--- src/rtl/mem_c_data_buffer.sv ---
// mem_c_data_buffer
//   Two-slot ping-pong buffer for C result tiles. The array side writes one
//   full result row per accepted beat. The bus side drains complete tiles
//   one bus word at a time, in C address-generator order: row fastest, then
//   column chunk.
//
//   Handshakes:
//     write: a row is taken on a rising edge when row_valid & row_ready.
//            row_ready depends on registered state only.
//     read : data_o is show-ahead. A word is consumed on a rising edge when
//            fifo_incr & ~fifo_empty. fifo_incr while empty is ignored.
//
// Ports
//   clk         clock, rising edge
//   reset_n     asynchronous active-low reset (pointers and flags only)
//   clear_i     synchronous flush of pointers and flags
//   row_valid   row_data holds one valid result row
//   row_ready   buffer accepts a row this cycle
//   row_data    one result row; element j at [j*DW*8 +: DW*8]
//   fifo_empty  no complete tile is available to drain
//   fifo_incr   pop the current output word
//   data_o      current output word
//   tiles_held  number of full tile slots (0..2)
//
// ARRAY_HEIGHT and ARRAY_WIDTH/EPW are assumed to be powers of two >= 2.
module mem_c_data_buffer #(
  parameter int BUS_WIDTH_BYTES  = 32,
  parameter int DATA_WIDTH_BYTES = 2,
  parameter int ARRAY_HEIGHT     = 4,
  parameter int ARRAY_WIDTH      = 32
) (
  input  logic                                      clk,
  input  logic                                      reset_n,
  input  logic                                      clear_i,
  input  logic                                      row_valid,
  output logic                                      row_ready,
  input  logic [ARRAY_WIDTH*DATA_WIDTH_BYTES*8-1:0] row_data,
  output logic                                      fifo_empty,
  input  logic                                      fifo_incr,
  output logic [BUS_WIDTH_BYTES*8-1:0]              data_o,
  output logic [1:0]                                tiles_held
);

  localparam int EPW   = BUS_WIDTH_BYTES / DATA_WIDTH_BYTES;
  localparam int WPR   = ARRAY_WIDTH / EPW;
  localparam int TW    = ARRAY_HEIGHT * WPR;
  localparam int ROW_W = ARRAY_WIDTH * DATA_WIDTH_BYTES * 8;
  localparam int BUS_W = BUS_WIDTH_BYTES * 8;
  localparam int RW    = $clog2(ARRAY_HEIGHT);
  localparam int WW    = $clog2(TW);

  // Slot storage: never reset, contents are don't-care until a tile is full.
  logic [ROW_W-1:0] mem_q [2][ARRAY_HEIGHT];

  logic          wr_sel_q, wr_sel_d;
  logic [RW-1:0] wr_row_q, wr_row_d;
  logic          rd_sel_q, rd_sel_d;
  logic [WW-1:0] rd_word_q, rd_word_d;
  logic [1:0]    full_q, full_d;

  logic          wr_fire;
  logic          rd_fire;
  logic [RW-1:0] rd_row;
  logic [WW-1:0] rd_chunk;
  logic [ROW_W-1:0] rd_row_data;

  assign row_ready  = ~full_q[wr_sel_q];
  assign fifo_empty = ~full_q[rd_sel_q];
  assign tiles_held = {1'b0, full_q[0]} + {1'b0, full_q[1]};

  assign wr_fire = row_valid & row_ready;
  assign rd_fire = fifo_incr & ~fifo_empty;

  // The low bits of rd_word pick the row and the high bits pick the chunk.
  // This is the same as row = rd_word mod H and chunk = rd_word / H.
  assign rd_row      = rd_word_q[RW-1:0];
  assign rd_chunk    = rd_word_q >> RW;
  assign rd_row_data = mem_q[rd_sel_q][rd_row];
  assign data_o      = rd_row_data[rd_chunk*BUS_W +: BUS_W];

  // Next-state logic for pointers and full flags.
  // When write and read both fire, they always touch different slots.
  // The write side only sets an empty slot. The read side only clears a
  // full slot. So both updates can safely take effect on the same edge.
  always_comb begin
    wr_sel_d  = wr_sel_q;
    wr_row_d  = wr_row_q;
    rd_sel_d  = rd_sel_q;
    rd_word_d = rd_word_q;
    full_d    = full_q;
    if (clear_i) begin
      wr_sel_d  = 1'b0;
      wr_row_d  = '0;
      rd_sel_d  = 1'b0;
      rd_word_d = '0;
      full_d    = '0;
    end else begin
      if (wr_fire) begin
        wr_row_d = wr_row_q + RW'(1);
        if (wr_row_q == RW'(ARRAY_HEIGHT - 1)) begin
          full_d[wr_sel_q] = 1'b1;
          wr_sel_d         = ~wr_sel_q;
        end
      end
      if (rd_fire) begin
        if (rd_word_q == WW'(TW - 1)) begin
          rd_word_d        = '0;
          full_d[rd_sel_q] = 1'b0;
          rd_sel_d         = ~rd_sel_q;
        end else begin
          rd_word_d = rd_word_q + WW'(1);
        end
      end
    end
  end

  always_ff @(posedge clk or negedge reset_n) begin
    if (!reset_n) begin
      wr_sel_q  <= 1'b0;
      wr_row_q  <= '0;
      rd_sel_q  <= 1'b0;
      rd_word_q <= '0;
      full_q    <= '0;
    end else begin
      wr_sel_q  <= wr_sel_d;
      wr_row_q  <= wr_row_d;
      rd_sel_q  <= rd_sel_d;
      rd_word_q <= rd_word_d;
      full_q    <= full_d;
    end
  end

  // Row storage. A flush also drops a row that arrives in the same cycle.
  always_ff @(posedge clk) begin
    if (wr_fire && !clear_i) begin
      mem_q[wr_sel_q][wr_row_q] <= row_data;
    end
  end

endmodule

--- config.mk ---
export PLATFORM = sky130hd
export DESIGN_NAME = mem_c_data_buffer
export DESIGN_NICKNAME = d
export VERILOG_FILES = /design/src/rtl/mem_c_data_buffer.sv
export SDC_FILE = /design/constraint.sdc
export NUM_CORES = 2
export LEC_CHECK = 0
export ABC_CLOCK_PERIOD_IN_PS = 16100
export CAP_MARGIN = 10
export CORE_ASPECT_RATIO = 1.75
export CORE_MARGIN = 2
export CORE_UTILIZATION = 30
export DETAILED_ROUTE_END_ITERATION = 12
export SETUP_SLACK_MARGIN = 0.02
export SYNTH_ARGS = -nofsm -noshare
export SYNTH_HDL_FRONTEND = slang
export SYNTH_SLANG_ARGS = --single-unit
--- constraint.sdc ---
create_clock -name clk -period 16.1 [get_ports clk]
set_input_delay 1.61 -clock clk [delete_from_list [all_inputs] [get_ports clk]]
set_output_delay 1.61 -clock clk [all_outputs]
set_load 0.02 [all_outputs]
# Word level (Yosys, flattened, before mapping)
# Memory sizes are Yosys's and may differ from the RTL's.
# Index checks and enable logic that the tools add are counted.
# W data, S select, Z words.
word_totals:
  memories: 1
  mem_bits_rw: 4096
  regBits: 9
  elab_cells: 73
  out_inout_bits: 260
memory_table:
  columns: ["name", "words", "word_bits", "rd", "rd_ports_with_merged_regs", "write_ports", "line_no", "source"]
  rows:
  - ["mem_q", 2, 2048, 1, 0, 1, "53", "logic [ROW_W-1:0] mem_q [2][ARRAY_HEIGHT];"]
op_classes:
  mux: 32
  n_lt_le_gt_ge: 7
  n_reduce_logical: 11
  add_sub_neg: 3
  bitwise_logic: 11
  shifts: 1
  eq_ne: 2
ops:
  columns: ["operator", "n"]
  rows:
  - ["$mux W2048", 1]
  - ["$mux W512", 3]
  - ["$bmux W512 S2", 1]
  - ["$demux W512 S2", 1]
  - ["$shiftx A512 B10 Y256", 1]
  - ["$mux W2", 8]
  - ["$mux W1", 13]
  - ["$mux W3", 3]
  - ["$reduce_bool A2 Y1", 4]
  - ["$ge A3 B3 Y1 const B", 2]
  - ["$not A2 Y3", 2]
  - ["$logic_and A1 B1 Y1", 4]
  - ["$lt A1 B2 Y1 const B", 2]
  - ["$not A1 Y1", 4]
  - ["$reduce_and A2 Y1", 2]
  - ["$add A3 B1 Y3 const B", 1]
  - ["$eq A3 B3 Y1 const B", 1]
  - ["$lt A3 B1 Y1 const B", 1]
  - ["$add A1 B1 Y2", 1]
  - ["$add A2 B1 Y2 const B", 1]
  - ["$and A1 B1 Y1", 2]
  - ["$and A2 B2 Y2", 1]
  - ["$demux W1 S1", 2]
  - ["$eq A2 B2 Y1 const B", 1]
  - ["4 further kinds", 5]

# Depth between registers and ports, before layout
logic_depth:
  word_depth: 12
  depth_mapped: 9
  depth_no_buf: 4

# Least setup slack after synthesis
# No wires, ideal clock.
synth_path:
  kind: "input -> register"
  start: "input clear_i"
  end: "register full_q[0]"
  t_arrival_ns: 14.868
  required_time_ns: 15.984
  setup_time_ns: 0.116
  path_buffers: 1
  path_stages: 4
  path_slack_ns: 1.116
  path_cell_list: "clkbuf_1 nor4b_1 and2_1 o22a_1"
synth_via:
  elab_chain_len: 1
synth_lines:
  columns: ["item", "line_no", "source"]
  rows:
  - ["from (decl)", "34", "input logic clear_i,"]
  - ["$mux W2", "91", "if (clear_i) begin"]
  - ["named net full_d[0]", "59", "logic [1:0] full_q, full_d;"]
  - ["to (signal assigned)", "129", "full_q <= full_d;"]
  - ["to (decl)", "59", null]
# The timed path passes the listed nets, and every way through them passes these cells.
# A chain may end at the register's enable or synchronous reset.

# Worst setup path after layout
layout_path:
  start: "register rd_sel_q"
  end: "output data_o[111]"
layout_via:
  elab_chain_len: 5
layout_lines:
  columns: ["item", "line_no", "source"]
  rows:
  - ["from (decl)", "57", "logic rd_sel_q, rd_sel_d;"]
  - ["from (signal assigned)", "127", "rd_sel_q <= rd_sel_d;"]
  - ["$mem_v2 Z2 W2048", null, null]
  - ["$bmux W512 S2", "78", "assign rd_row_data = mem_q[rd_sel_q][rd_row];"]
  - ["$mux W512 (implied by the code) (2 in a row)", "78", null]
  - ["$shiftx A512 B10 Y256", "79", "assign data_o = rd_row_data[rd_chunk*BUS_W +: BUS_W];"]
  - ["to (decl)", "40", "output logic [BUS_WIDTH_BYTES*8-1:0] data_o,"]
# Every way passes these cells. The select of a mux whose other input is x is not followed.

==> results.py <==
metrics = {
    "outcome": {
        "outcome": "completed",
    },
    "cts": {
        "cts_tree": "yes",
        "cts_buffers": 371,
        "postCtsHoldBufs": 0,
        "clockBufferDepth": 4,
        "post_cts_buffers": 0,
        "ctsResizeCount": 0,
        "clk_pin_slew_ps": 70,
        "cts_num_sinks": 4105,
        "clock-root-buffer": "clkbuf_16",
        "insertion_delay_ps": 970,
        "htreeDepth": 5,
    },
    "die": {
        "num_rows": 348,
        "initial_core_util_pct": 30.05,
        "dieArea_sq_um": 518900,
        "fp.dieH_microns": 951.4,
        "ioPinCount": 777,
        "coreArea_sq_um": 512100,
        "die_x_microns": 545.4,
    },
    "yosys": {
        "synth_nets": 7115,
        "synth_warnings": 0,
        "synth.avg_cell_area_sq_um": 23.35,
        "yosysUniqueCellTypes": 32,
        "synthCells": 6591,
        "syn_area_sq_um": 153900,
        "ys_ff_latch": 4105,
        "ys_seq_area_share_pct": 80.08,
    },
    "layout": {
        "fin_util_pct": 35.56,
        "stdcell_count": 14710,
        "stdcell_area_sq_um": 182100,
        "area.growth.synth_to_final_pct": 18.32,
        "layout.nets": 8042,
        "drive_above_1_share_pct": 20.62,
    },
    "detailed_routing": {
        "vias_per_cell": 4.886,
        "antenna_left": 0,
        "drc": 0,
        "routedWlPerCell_microns": 27.13,
        "vias": 71880,
        "dr.pass1.iters": 6,
        "drt_wl_total_mm": 399.2,
        "drt-initial-drc-count": 6250,
    },
    "placement": {
        "gp_congestion": 0.7182,
        "dp_cells": 13970,
        "port_buffers": 776,
        "dpl-instance-area_sq_um": 169700,
        "place_hpwl_mm": 228.1,
        "dp_slack_ps": 8495,
    },
    "grt": {
        "top_usage_layer": "met2",
        "antenna_found_initial": 188,
        "grt_pass1_vias": 75730,
        "use_met2_pct": 25.92,
        "track_usage_pct": 14.92,
        "met1_usage_pct": 17.84,
        "grt-ovfl-total": 0,
        "grt_pass1_wl_mm": 561.2,
        "grt_max_degree": 145,
        "grt_use_met3_pct": 3.814,
    },
    "timing": {
        "fin_ws_ps": 7815,
        "worst_slew_pin_slew_ps": 1361,
        "rsz0062_at_grt": "false",
        "slew_violations": 0,
        "max-slew-margin-rel_pct": 9.241,
        "holdWs_ps": 603.9,
        "min_period_over_period_pct": 51.46,
        "period_needed_ps": 8285,
        "finalSetupTns_ps": 0,
        "fmax_ghz": 0.1207,
        "skew_ps": 49.38,
        "final-hold-violation-count": 0,
        "setup_viol": 0,
    },
    "worst_setup_path": {
        "cpLargestDelayFamily": "buffers and inverters",
        "slowest_stage": "buf_4",
        "r2r_start": "full_q[0]$_DFF_PN0_",
        "cp_max_fo": 50,
        "max_stage_delay_ps": 950,
        "arrival_ps": 6670,
        "worst-path-buf-inv": 5,
        "crit_end": "data_o[111]",
        "path_cells": "buf_4 -> buf_4 -> buf_4 -> buf_4 -> mux4_2 -> a22oi_1 -> nand2_1 -> clkdlybuf4s50_1",
        "path_class": "register to primary output",
        "r2r-end": "mem_q[0][96]$_DFFE_PP_",
        "start_kind": "register",
        "crit_top_cell": "buf_4",
        "end_kind": "primary output",
        "crit_start": "rd_sel_q$_DFFE_PN0P_",
        "ff2ff_path_depth": 5,
        "worstPathRequired_ps": 14490,
        "cp.depth": 8,
        "r2r_slack_ps": 11330,
    },
    "power_and_ir_drop": {
        "p_leak_nw": 53.96,
        "powerDensity_nw_per_um2": 118.5,
        "vdd_ir_drop_max_mv": 0.1370,
        "total_power_mw": 21.58,
    },
    "job": {
        "drv_cap": 0,
    },
    "min_path": {
        "worstHoldPathType": "register to register",
    },
}
-- layout by cell type (no fill, tap or decap), drive strengths merged --
master and count:
a21oi 4, a22oi 493, a31oi 1, and2 11
and4 1, buf 142, bufinv 39, clkbuf 431
clkdlybuf4s50 776, clkinv 169, clkinvlp 20, dfrtp 9
diode 65, edfxtp 4096, ha 7, inv 22
mux2i 263, mux4 894, nand2 220, nand2b 5
nand3 68, nor2 50, nor2b 8, nor3 1
nor4b 1, nor4bb 1, o22a 1, o22ai 84
or2 2, or3 1, or3b 1, xnor2 1
xor2 1
-- routing by layer --
layer,wire length (microns),up-vias
met2,202100,2262
met4,13820,102
met1,153700,38620
met3,28850,749
li1,-,30150
met5,676,-
-- where the power goes --
| part | leakage (nW) | switching, mW | internal [mW] | total (mW) |
|---|---|---|---|---|
| registers | 37.1 | 0.0318 | 11.9 | 12.0 |
| logic | 10.9 | 0.409 | 0.297 | 0.706 |
| clock network | 5.93 | 3.99 | 4.94 | 8.92 |
-- synth_stat cells --
cell / instances / area (sq um)
a21oi_1: 4 / 20.02
buf_1: 25 / 93.84
nand2b_1: 5 / 31.28
nand3_1: 68 / 340.3
buf_4: 24 / 180.2
xnor2_1: 1 / 8.760
dfrtp_1: 9 / 225.2
nor2_2: 2 / 12.51
a22oi_1: 493 / 3701
xor2_1: 1 / 8.760
buf_6: 37 / 416.7
mux4_2: 894 / 20130
and2_1: 11 / 68.82
edfxtp_1: 4096 / 123000
ha_1: 7 / 87.58
clkbuf_1: 112 / 420.4
mux2i_1: 263 / 2633
inv_1: 3 / 11.26
or2_2: 2 / 12.51
o22a_1: 1 / 8.760
nand2_1: 220 / 825.8
nor4b_1: 1 / 8.760
nor2b_1: 8 / 50.05
or3b_2: 1 / 8.760
or3_1: 1 / 6.260
nor3_1: 1 / 5.000
buf_2: 166 / 830.8
nor4bb_1: 1 / 10.01
nor2_1: 48 / 180.2
o22ai_1: 84 / 525.5
a31oi_1: 1 / 6.260
and4_1: 1 / 8.760
-- registers in the layout (all words and copies together), names as in the netlist --
signal	cells
full_q	2
rd_sel_q	1
wr_row_q	2
rd_word_q	3
mem_q	4096
wr_sel_q	1
-- cell families (layout without fill, tap and decap cells) --
kind of cell | count (synthesis) | count (layout) | share of synthesized area [%]
adder cells (fa/ha/maj) | 7 | 7 | 0.05691
XOR/XNOR | 2 | 2 | 0.01139
other | 0 | 65 | 0
buffers and inverters | 367 | 1599 | 1.269
multiplexers | 1157 | 1157 | 14.80
flip-flops | 4105 | 4105 | 80.08
AND/OR/NAND/NOR | 370 | 370 | 1.020
AO/OA/AOI/OAI | 583 | 583 | 2.769
-- worst min path at each step --
stage          cells past startpoint  slack, ps                      end               startpoint
2_1_floorplan                      2        540  wr_row_q[1]$_DFFE_PN0P_  wr_row_q[1]$_DFFE_PN0P_
3_3_place_gp                       2        560  wr_row_q[1]$_DFFE_PN0P_  wr_row_q[1]$_DFFE_PN0P_
3_5_place_dp                       2        600  wr_row_q[1]$_DFFE_PN0P_  wr_row_q[1]$_DFFE_PN0P_
4_1_cts                            2        610  wr_row_q[1]$_DFFE_PN0P_  wr_row_q[1]$_DFFE_PN0P_
5_1_grt                            2        650  wr_row_q[1]$_DFFE_PN0P_  wr_row_q[1]$_DFFE_PN0P_
6_report                           2        600  wr_row_q[1]$_DFFE_PN0P_  wr_row_q[1]$_DFFE_PN0P_
-- layout make-up --
class	instances	area, sq um
timing repair buffer	918	9084
clock inverter	247	2649
fill	47020	330000
multi-input combinational	2119	28820
antenna	65	162.7
tap	6825	8539
clock buffer	431	9573
inverter	3	11.26
sequential	4105	123200
-- worst reg2reg max path, delay by kind of cell (launching register included) --
family                 cells  cell delay, ps
buffers and inverters      3            2210
DFF                        1             450
and+or+nand+nor            2            1450
(Power assumes the default switching activity.)
